<file path="src/rtl/imm_pkg.sv">
// Shared types and constants for the immediate-decode stage: format tags,
// RV32I/RV64I opcodes and the buffered entry layout.
package imm_pkg;

  localparam int XLEN_MAX = 64;

  typedef enum logic [2:0] {
    FMT_NONE = 3'd0,
    FMT_I    = 3'd1,
    FMT_S    = 3'd2,
    FMT_B    = 3'd3,
    FMT_U    = 3'd4,
    FMT_J    = 3'd5,
    FMT_Z    = 3'd6
  } fmt_e;

  localparam logic [6:0] OP_IMM    = 7'b0010011;
  localparam logic [6:0] OP_LOAD   = 7'b0000011;
  localparam logic [6:0] OP_JALR   = 7'b1100111;
  localparam logic [6:0] OP_SYSTEM = 7'b1110011;
  localparam logic [6:0] OP_STORE  = 7'b0100011;
  localparam logic [6:0] OP_BRANCH = 7'b1100011;
  localparam logic [6:0] OP_LUI    = 7'b0110111;
  localparam logic [6:0] OP_AUIPC  = 7'b0010111;
  localparam logic [6:0] OP_JAL    = 7'b1101111;

  // Fields are sized for the widest datapath; narrower stages zero-fill the top.
  typedef struct packed {
    logic [XLEN_MAX-1:0] imm;
    fmt_e                fmt;
    logic [XLEN_MAX-1:0] pc;
    logic [XLEN_MAX-1:0] target;
  } dec_entry_t;

  function automatic logic has_target(input fmt_e f);
    return !(f == FMT_NONE || f == FMT_Z);
  endfunction

endpackage

</file>
<file path="src/rtl/imm_decode_comb.sv">
// Combinational immediate extraction: raw instruction to XLEN immediate and
// format tag.
module imm_decode_comb
  import imm_pkg::*;
#(
  parameter int XLEN = 32
) (
  input  logic [31:0]     instr_i,
  output logic [XLEN-1:0] imm_o,
  output fmt_e            fmt_o
);

  logic [6:0]         opc;
  logic [2:0]         funct3;
  logic signed [11:0] imm_i12;
  logic signed [11:0] imm_s12;
  logic signed [12:0] imm_b13;
  logic signed [20:0] imm_j21;
  logic signed [31:0] imm_u32;

  assign opc     = instr_i[6:0];
  assign funct3  = instr_i[14:12];
  assign imm_i12 = instr_i[31:20];
  assign imm_s12 = {instr_i[31:25], instr_i[11:7]};
  assign imm_b13 = {instr_i[31], instr_i[7], instr_i[30:25], instr_i[11:8], 1'b0};
  assign imm_j21 = {instr_i[31], instr_i[19:12], instr_i[20], instr_i[30:21], 1'b0};
  assign imm_u32 = {instr_i[31:12], 12'b0};

  always_comb begin
    imm_o = '0;
    fmt_o = FMT_NONE;
    case (opc)
      OP_IMM, OP_LOAD, OP_JALR: begin
        imm_o = XLEN'(imm_i12);
        fmt_o = FMT_I;
      end
      OP_SYSTEM: begin
        // CSR-immediate forms carry an unsigned 5-bit zimm in the rs1 field.
        if (funct3[2]) begin
          imm_o = XLEN'(instr_i[19:15]);
          fmt_o = FMT_Z;
        end else if (funct3 != 3'b000) begin
          imm_o = XLEN'(imm_i12);
          fmt_o = FMT_I;
        end
      end
      OP_STORE: begin
        imm_o = XLEN'(imm_s12);
        fmt_o = FMT_S;
      end
      OP_BRANCH: begin
        imm_o = XLEN'(imm_b13);
        fmt_o = FMT_B;
      end
      OP_LUI, OP_AUIPC: begin
        imm_o = XLEN'(imm_u32);
        fmt_o = FMT_U;
      end
      OP_JAL: begin
        imm_o = XLEN'(imm_j21);
        fmt_o = FMT_J;
      end
      default: ;
    endcase
  end

endmodule

</file>
<file path="src/rtl/imm_decode_stage.sv">
// Registered immediate-decode stage with PC-relative target precompute and an
// optional two-entry skid buffer on the valid/ready interface.
module imm_decode_stage
  import imm_pkg::*;
#(
  parameter int XLEN    = 32,
  parameter bit SKID_EN = 1'b1
) (
  input  logic            clk,
  input  logic            rst,
  input  logic            flush,
  input  logic            in_valid,
  output logic            in_ready,
  input  logic [31:0]     in_instr,
  input  logic [XLEN-1:0] in_pc,
  output logic            out_valid,
  input  logic            out_ready,
  output logic [XLEN-1:0] out_imm,
  output logic [2:0]      out_fmt,
  output logic [XLEN-1:0] out_pc,
  output logic [XLEN-1:0] out_target
);

  logic [XLEN-1:0] dec_imm;
  fmt_e            dec_fmt;
  logic [XLEN-1:0] tgt_sum;
  dec_entry_t      new_e;
  dec_entry_t      m_q, m_d, k_q, k_d;
  logic            m_vld_q, m_vld_d, k_vld_q, k_vld_d;
  logic            rdy_q;
  logic            acc, m_ret;
  logic            unused_hi;

  imm_decode_comb #(.XLEN(XLEN)) u_dec (
    .instr_i (in_instr),
    .imm_o   (dec_imm),
    .fmt_o   (dec_fmt)
  );

  assign tgt_sum = in_pc + dec_imm;

  always_comb begin
    new_e.imm    = XLEN_MAX'(dec_imm);
    new_e.fmt    = dec_fmt;
    new_e.pc     = XLEN_MAX'(in_pc);
    new_e.target = has_target(dec_fmt) ? XLEN_MAX'(tgt_sum) : '0;
  end

  assign in_ready = SKID_EN ? rdy_q : (rdy_q && (out_ready || !m_vld_q));
  assign acc      = in_valid && in_ready && !flush;
  assign m_ret    = m_vld_q && out_ready;

  always_comb begin
    m_d     = m_q;
    k_d     = k_q;
    m_vld_d = m_vld_q;
    k_vld_d = k_vld_q;
    if (flush) begin
      m_vld_d = 1'b0;
      k_vld_d = 1'b0;
    end else if (!m_vld_q || m_ret) begin
      // K never holds an entry while in_ready is high, so a waiting K entry
      // and a new accept cannot collide here.
      if (k_vld_q) begin
        m_d     = k_q;
        m_vld_d = 1'b1;
        k_vld_d = 1'b0;
      end else if (acc) begin
        m_d     = new_e;
        m_vld_d = 1'b1;
      end else begin
        m_vld_d = 1'b0;
      end
    end else if (acc && SKID_EN) begin
      k_d     = new_e;
      k_vld_d = 1'b1;
    end
  end

  // Main register and control state
  always_ff @(posedge clk) begin
    if (rst) begin
      m_q     <= '0;
      m_vld_q <= 1'b0;
      k_vld_q <= 1'b0;
      rdy_q   <= 1'b0;
    end else begin
      m_q     <= m_d;
      m_vld_q <= m_vld_d;
      k_vld_q <= k_vld_d;
      rdy_q   <= !k_vld_d;
    end
  end

  // Skid payload: only meaningful while k_vld_q is set
  always_ff @(posedge clk) begin
    k_q <= k_d;
  end

  assign out_valid  = m_vld_q;
  assign out_imm    = m_q.imm[XLEN-1:0];
  assign out_fmt    = m_q.fmt;
  assign out_pc     = m_q.pc[XLEN-1:0];
  assign out_target = m_q.target[XLEN-1:0];
  assign unused_hi  = ^{m_q.imm, m_q.pc, m_q.target};

endmodule
</file>
<file path="config.mk">
export PLATFORM = sky130hd
export DESIGN_NAME = imm_decode_stage
export DESIGN_NICKNAME = d
export VERILOG_FILES = /design/src/rtl/imm_pkg.sv /design/src/rtl/imm_decode_comb.sv /design/src/rtl/imm_decode_stage.sv
export SDC_FILE = /design/constraint.sdc
export NUM_CORES = 1
export LEC_CHECK = 0
export ABC_AREA = 1
export CAP_MARGIN = 20
export CORE_MARGIN = 4
export CORE_UTILIZATION = 53
export CTS_BUF_LIST = sky130_fd_sc_hd__clkbuf_4
export CTS_CLUSTER_DIAMETER = 80
export DETAILED_ROUTE_END_ITERATION = 8
export PLACE_DENSITY = 0.9
export REMOVE_ABC_BUFFERS = 1
export SKIP_LAST_GASP = 1
export SLEW_MARGIN = 20
export SYNTH_ARGS = -nofsm -noshare
export SYNTH_HDL_FRONTEND = slang
export SYNTH_SLANG_ARGS = --single-unit
</file>
<file path="constraint.sdc">
create_clock -name clk -period 6.1 [get_ports clk]
set_input_delay 0.61 -clock clk [delete_from_list [all_inputs] [get_ports clk]]
set_output_delay 0.61 -clock clk [all_outputs]
set_load 0.02 [all_outputs]
</file>
# Word-level counts from Yosys, hierarchy flattened
# Index checks and enable logic that the tools add are counted.
[op_classes]
bitwise_logic = 2
mux = 14
reduce_logical = 16
n_addsub = 1
eq_ne = 10
[op_table]
columns = ["op", "n"]
rows = [
  ["two-way mux 163 bit", 2],
  ["one-hot mux 32 bit (6 select lines)", 1],
  ["two-way mux 32 bit", 3],
  ["adder 32 bit", 1],
  ["equality test 7 bit, second input constant", 4],
  ["one-hot mux 3 bit (6 select lines)", 1],
  ["equality test 7 x 5 -> 1 bit, second input constant", 2],
  ["equality test 7 x 6 -> 1 bit, second input constant", 2],
  ["equality test 7 x 2 -> 1 bit, second input constant", 1],
  ["two-way mux 1 bit", 6],
  ["AND reduction 3 bit", 2],
  ["OR reduction 2 bit", 2],
  ["equality test 3 bit, second input constant", 1],
  ["logical AND 1 bit", 3],
  ["logical NOT 1 bit", 3],
  ["logical NOT 3 bit", 1],
  ["two-way mux 3 bit", 1],
  ["nonzero test 3 bit", 1],
  ["OR reduction 3 bit", 1],
  ["logical OR 1 bit", 2],
  ["NOT 1 bit", 2],
  ["nonzero test 2 bit", 1],
]
[totals]
in_bits = 69
ff_bits = 233

# Longest topological paths before layout
[logic_depth]
word_depth = 9
mapped_depth = 26
depth_no_buf = 25

# Hierarchy
# A second synthesis with hierarchy kept.
[unflattened]
cells_unflattened = 1493
hier_area_um2 = 10998.0
[by_module_without_submodules]
columns = ["mod", "n_inst", "cells_per_inst", "area_each_um2"]
rows = [
  ["imm_decode_stage", 1, 1234, 9733.1],
  ["imm_decode_comb", 1, 259, 1265.0],
]

# Least setup slack after synthesis
# No wires, ideal clock.
[synth_timing]
path_kind = "input port to flip-flop"
startpoint = "input out_ready"
endpoint = "register k_q[0] (netlist bit), enable pin"
t_required_ns = 5.542
slack_ns = 0.461
cell_stages = 3
n_path_buf = 0
arrival_time_ns = 5.082
path_cell_list = "nor2_1 -> nand2_1 -> nor2_1"
[synth_between]
elab_chain_len = 4
[synth_rtl]
columns = ["item", "line", "source"]
rows = [
  ["start: declaration", "imm_decode_stage.sv:17", "input logic out_ready,"],
  ["logical AND 1 bit", "imm_decode_stage.sv:51", "assign m_ret = m_vld_q && out_ready;"],
  ["logical OR 1 bit", "imm_decode_stage.sv:61", "end else if (!m_vld_q || m_ret) begin"],
  ["NOT 1 bit (no source line)", "-", ""],
  ["AND reduction 3 bit (no source line)", "-", ""],
  ["end signal: assignment", "imm_decode_stage.sv:97", "k_q <= k_d;"],
  ["end: declaration", "imm_decode_stage.sv:28", "dec_entry_t m_q, m_d, k_q, k_d;"],
]
# No other way between the ends.
# A chain may end at the register's enable or synchronous reset.

# Worst setup path in the final report
[layout_timing]
startpoint = "input in_instr[2]"
endpoint = "register m_q (netlist bit out_target[25])"
[layout_lines]
columns = ["item", "line", "source"]
rows = [
  ["start: declaration", "imm_decode_stage.sv:14", "input logic [31:0] in_instr,"],
  ["equality test 7 x 5 -> 1 bit, or another cell as far along", "imm_decode_comb.sv:32", "case (opc)"],
  ["OR reduction 3 bit / OR reduction 2 bit (equally long branches)", "imm_decode_comb.sv:32", ""],
  ["one-hot mux 32 bit (6 select lines) *", "imm_decode_comb.sv:32", ""],
  ["via dec_imm[20]", "imm_decode_stage.sv:24", "logic [XLEN-1:0] dec_imm;"],
  ["adder 32 bit *", "imm_decode_stage.sv:40", "assign tgt_sum = in_pc + dec_imm;"],
  ["two-way mux 32 bit *", "imm_decode_stage.sv:46", "new_e.target = has_target(dec_fmt) ? XLEN_MAX'(tgt_sum) : '0;"],
  ["two-way mux 163 bit *", "imm_decode_stage.sv:68", "end else if (acc) begin"],
  ["two-way mux 163 bit *", "imm_decode_stage.sv:64", "if (k_vld_q) begin"],
  ["end signal: assignment", "imm_decode_stage.sv:88", "m_q <= m_d;"],
  ["end: declaration", "imm_decode_stage.sv:28", ""],
]
# Mark *: on every way through the listed nets, which the timed path passes. The rest lies on a longest branch. The select of a mux whose other input is x is not followed.

==> metrics.md <==
| Metric | Value |
|---|---|
| Mean Syn Cell Area | 7.751 um2 |
| Hold_buf cts | 0 |
| Synth warnings | 0 |
| Setup Fix Bufs, Post-CTS | 0 |
| Fin crit period | 3962 ps |
| Post-Synth Simple-Gate Area | 24.36% |
| Post-route ant nets | 0 |
| Largest net degree at the start of global routing | 106 |
| Status | finished clean |
| Placed Area | 12230 um2 |
| Leak | 6.093 nW |
| Grt ovf | 0 |
| Max-cap violations | 0 |
| Initial antenna violation count | 1 |
| CORE AREA | 18960 um2 |
| Hpwl dp | 22.29 mm |
| Final TNS setup | 0 ps |
| DRT Wirelength | 31.18 mm |
| Pwr Density | 231.8 nW/um2 |
| Req. time, crit path | 6590 ps |
| DRC Markers | 0 |
| Clock transition at path regs | 60 ps |
| TritonRoute pass-1 iters | 5 |
| WS Path Type | input pin to flop |
| First-pass GRT wire length | 50.47 mm |
| Peak supply drop | 0.1595 mV |
| Std cell rows | 50 |
| Worst-margin pin slew | 991.8 ps |
| Worst setup SP type | input pin |
| Final net count | 1615 |
| Layout area overhead | 24.59% |
| Placer Congestion | 0.9534 |
| Worst Path Arrival | 4460 ps |
| Synth Area in Compound Gates | 14.33% |
| Clock buffer depth | 3 |
| Largest family of logic cells by synthesized area | simple AND/OR/NAND/NOR gates |
| Die height | 147.9 um |
| Sequential share of the synthesized area | 48.32% |
| Synth Flop Type | dfxtp_1 |
| Buffers on Ports | 169 |
| Final setup fails | 0 |
| Clock Sinks | 201 |
| Total track usage | 28.40% |
| Root Buffer Master | clkbuf_4 |
| Xor-xnor portion of the synthesized cell area | 1.097% |
| Post-CTS resize count | 0 |
| Critical path buffers and inverters | 4 |
| Inst Count DP | 1719 |
| Worst-skew pair later-pin latency | 660 ps |
| DR WL/cell | 17.14 um |
| Crit-path max cell delay | 530 ps |
| # fillers | 1613 |
| Cell chain of the critical path | clkdlybuf4s50_1, inv_1, nand2_1, nor2_2, nand2_1, nand3_2, inv_2, nand2_4, inv_2, nand2_2, nand2_2, o21ai_0, ha_1, nand2_1, nor2_1, nand2_1, nor4_1, nand2_1, nand2_1, nand2_1, nand3_1, nand2_1, nand2_1, a21oi_1 |
| Distinct cells, synth | 42 |
| Adder-Cell Fraction of Synth Area | 3.930% |
| Share of cells above drive strength 1 | 8.858% |
| Initial core utilization | 54.75% |
| Mapped Cells | 1339 |
| RSZ-0062 raised after global routing | no |
| Vias in the first global route | 9906 |
| Post-route insts no fill | 1819 |
| FMAX | 0.2524 GHz |
| Fin. max-slew vios | 0 |
| CP delay by family, top | simple AND/OR/NAND/NOR gates |
| Mux cell area share after synthesis | 0% |
| Skew final | 40.95 ps |
| EDFF count, synth | 99 |
| Post-Syn Area | 10380 um2 |
| DRT iter0 DRCs | 834 |
| CTS Buf Count | 53 |
| Final hold vios | 0 |
| Final Instance Area | 12930 um2 |
| Boundary Pins | 170 |
| Crit share post-route | 64.95% |
| Asr flop ratio synth | 0% |
| H-tree Lvls | 2 |
| CP Capture Type | flop |
| Worst Path Max Fanout | 11 |
| DR vias/cell | 5.400 |
| Die area | 21880 um2 |
| Die X | 147.9 um |
| Via count | 9822 |
| Slew HR | 33.88% |
| TritonCTS clock tree | built |
| Tightest Hold Check Type | flop to flop |
| CP most frequent cell | nand2_1 |
| #FFs+latches synth | 201 |
| Worst path slowest cell | clkdlybuf4s50_1 |
-- per-layer routing --
layer,up-vias,GRT usage (%),share of wire (%)
li1,4781,-,-
met4,0,10.02,2.9
met5,-,0,0
met2,407,47.86,48
met3,74,4.568,6.9
met1,4560,37.30,42
-- area by class of cell --
type	count	area (um2)	share of cell area, %
diodes	1	2.502	0.01935
clock buffers	86	645.6	4.993
repair buffers	177	1752	13.55
well taps	260	325.3	2.516
multi-input cells	926	4546	35.15
flip-flops and latches	201	5016	38.79
inverters	155	586.8	4.538
clock inverters	13	57.56	0.4451
-- path summary, 6_finish.rpt --
path / start / slack, ps / cells past startpoint / to
min reg2reg: out_target[0] / 470 / 2 / out_target[0]
min: out_target[0] / 470 / 2 / out_target[0]
max reg2reg: k_vld_q / 3260 / 8 / out_target[4]
max: in_instr[2] / 2140 / 24 / out_target[25]
-- metrics by stage --
stage	hold slack (ps)	power, mW	utilization [%]	setup slack [ps]
floorplan	489.2	1.655	-	460.5
global placement	452.8	1.819	64.50	1425
detailed placement	459.1	1.824	64.50	1499
CTS	470.5	3.024	68.20	2187
global route	488.1	3.138	68.22	1826
finish	467.0	2.997	68.22	2138
-- report_power, final --
| group | internal [mW] | switching, mW |
|---|---|---|
| clock | 0.639 | 0.560 |
| sequential | 1.44 | 0.0138 |
| combinational | 0.140 | 0.208 |
| total | 2.22 | 0.782 |
-- kinds of logic (layout without fill, tap and decap cells) --
| logic type | after synthesis | after routing |
|---|---|---|
| other | 0 | 1 |
| DFF | 201 | 201 |
| and+or+nand+nor | 608 | 608 |
| xor gates and xnor gates | 13 | 13 |
| buffers and inverters | 212 | 431 |
| adders and majority gates | 32 | 32 |
| AOI/OAI and AO/OA | 273 | 273 |
-- synthesized netlist by cell type, types with 4 or more instances --
master	number	area share, %
nor3_1	6	0.29
o211ai_1	10	0.72
xnor2_1	9	0.76
nand4_1	4	0.24
nand2_1	408	15
inv_2	6	0.22
or2_1	7	0.42
a31oi_1	32	1.9
buf_2	7	0.34
o21ai_0	84	4.1
clkbuf_1	43	1.6
nor2_4	4	0.43
nand2_2	8	0.48
nand3b_1	6	0.43
xor2_1	4	0.34
o21bai_1	5	0.36
dfxtp_1	102	20
o21ai_2	6	0.51
nand3_1	50	2.4
a21oi_1	130	6.3
edfxtp_1	99	29
ha_1	31	3.7
inv_1	148	5.4
nor2_1	104	3.8
-- placed cells by master, fill, tap and decap left out, drive strengths merged, types with 2 or more instances in the layout --
cell             n
a21oi          131
a31oi           32
buf              8
clkbuf          86
clkdlybuf4s50  169
clkinv          10
dfxtp          102
edfxtp          99
ha              31
inv            157
nand2          420
nand3           53
nand3b           6
nand4            4
nor2           109
nor3             6
nor4             2
o211ai          11
o21ai           91
o21bai           5
or2              7
xnor2            9
xor2             4
-- registers in the layout, summed over array words and instances, names as in the netlist --
register,cells
out_imm,32
out_fmt,3
k_q,99
out_target,32
in_ready,1
out_pc,32
out_valid,1
k_vld_q,1
-- worst register-to-register path, stage by stage, from the launching register on --
cell	delay, ps
dfxtp_2	330
inv_4	400
a21oi_1	190
inv_1	150
nor2_4	50
inv_2	690
buf_4	570
nand2_1	170
a21oi_1	200
(Power assumes the default switching activity.)
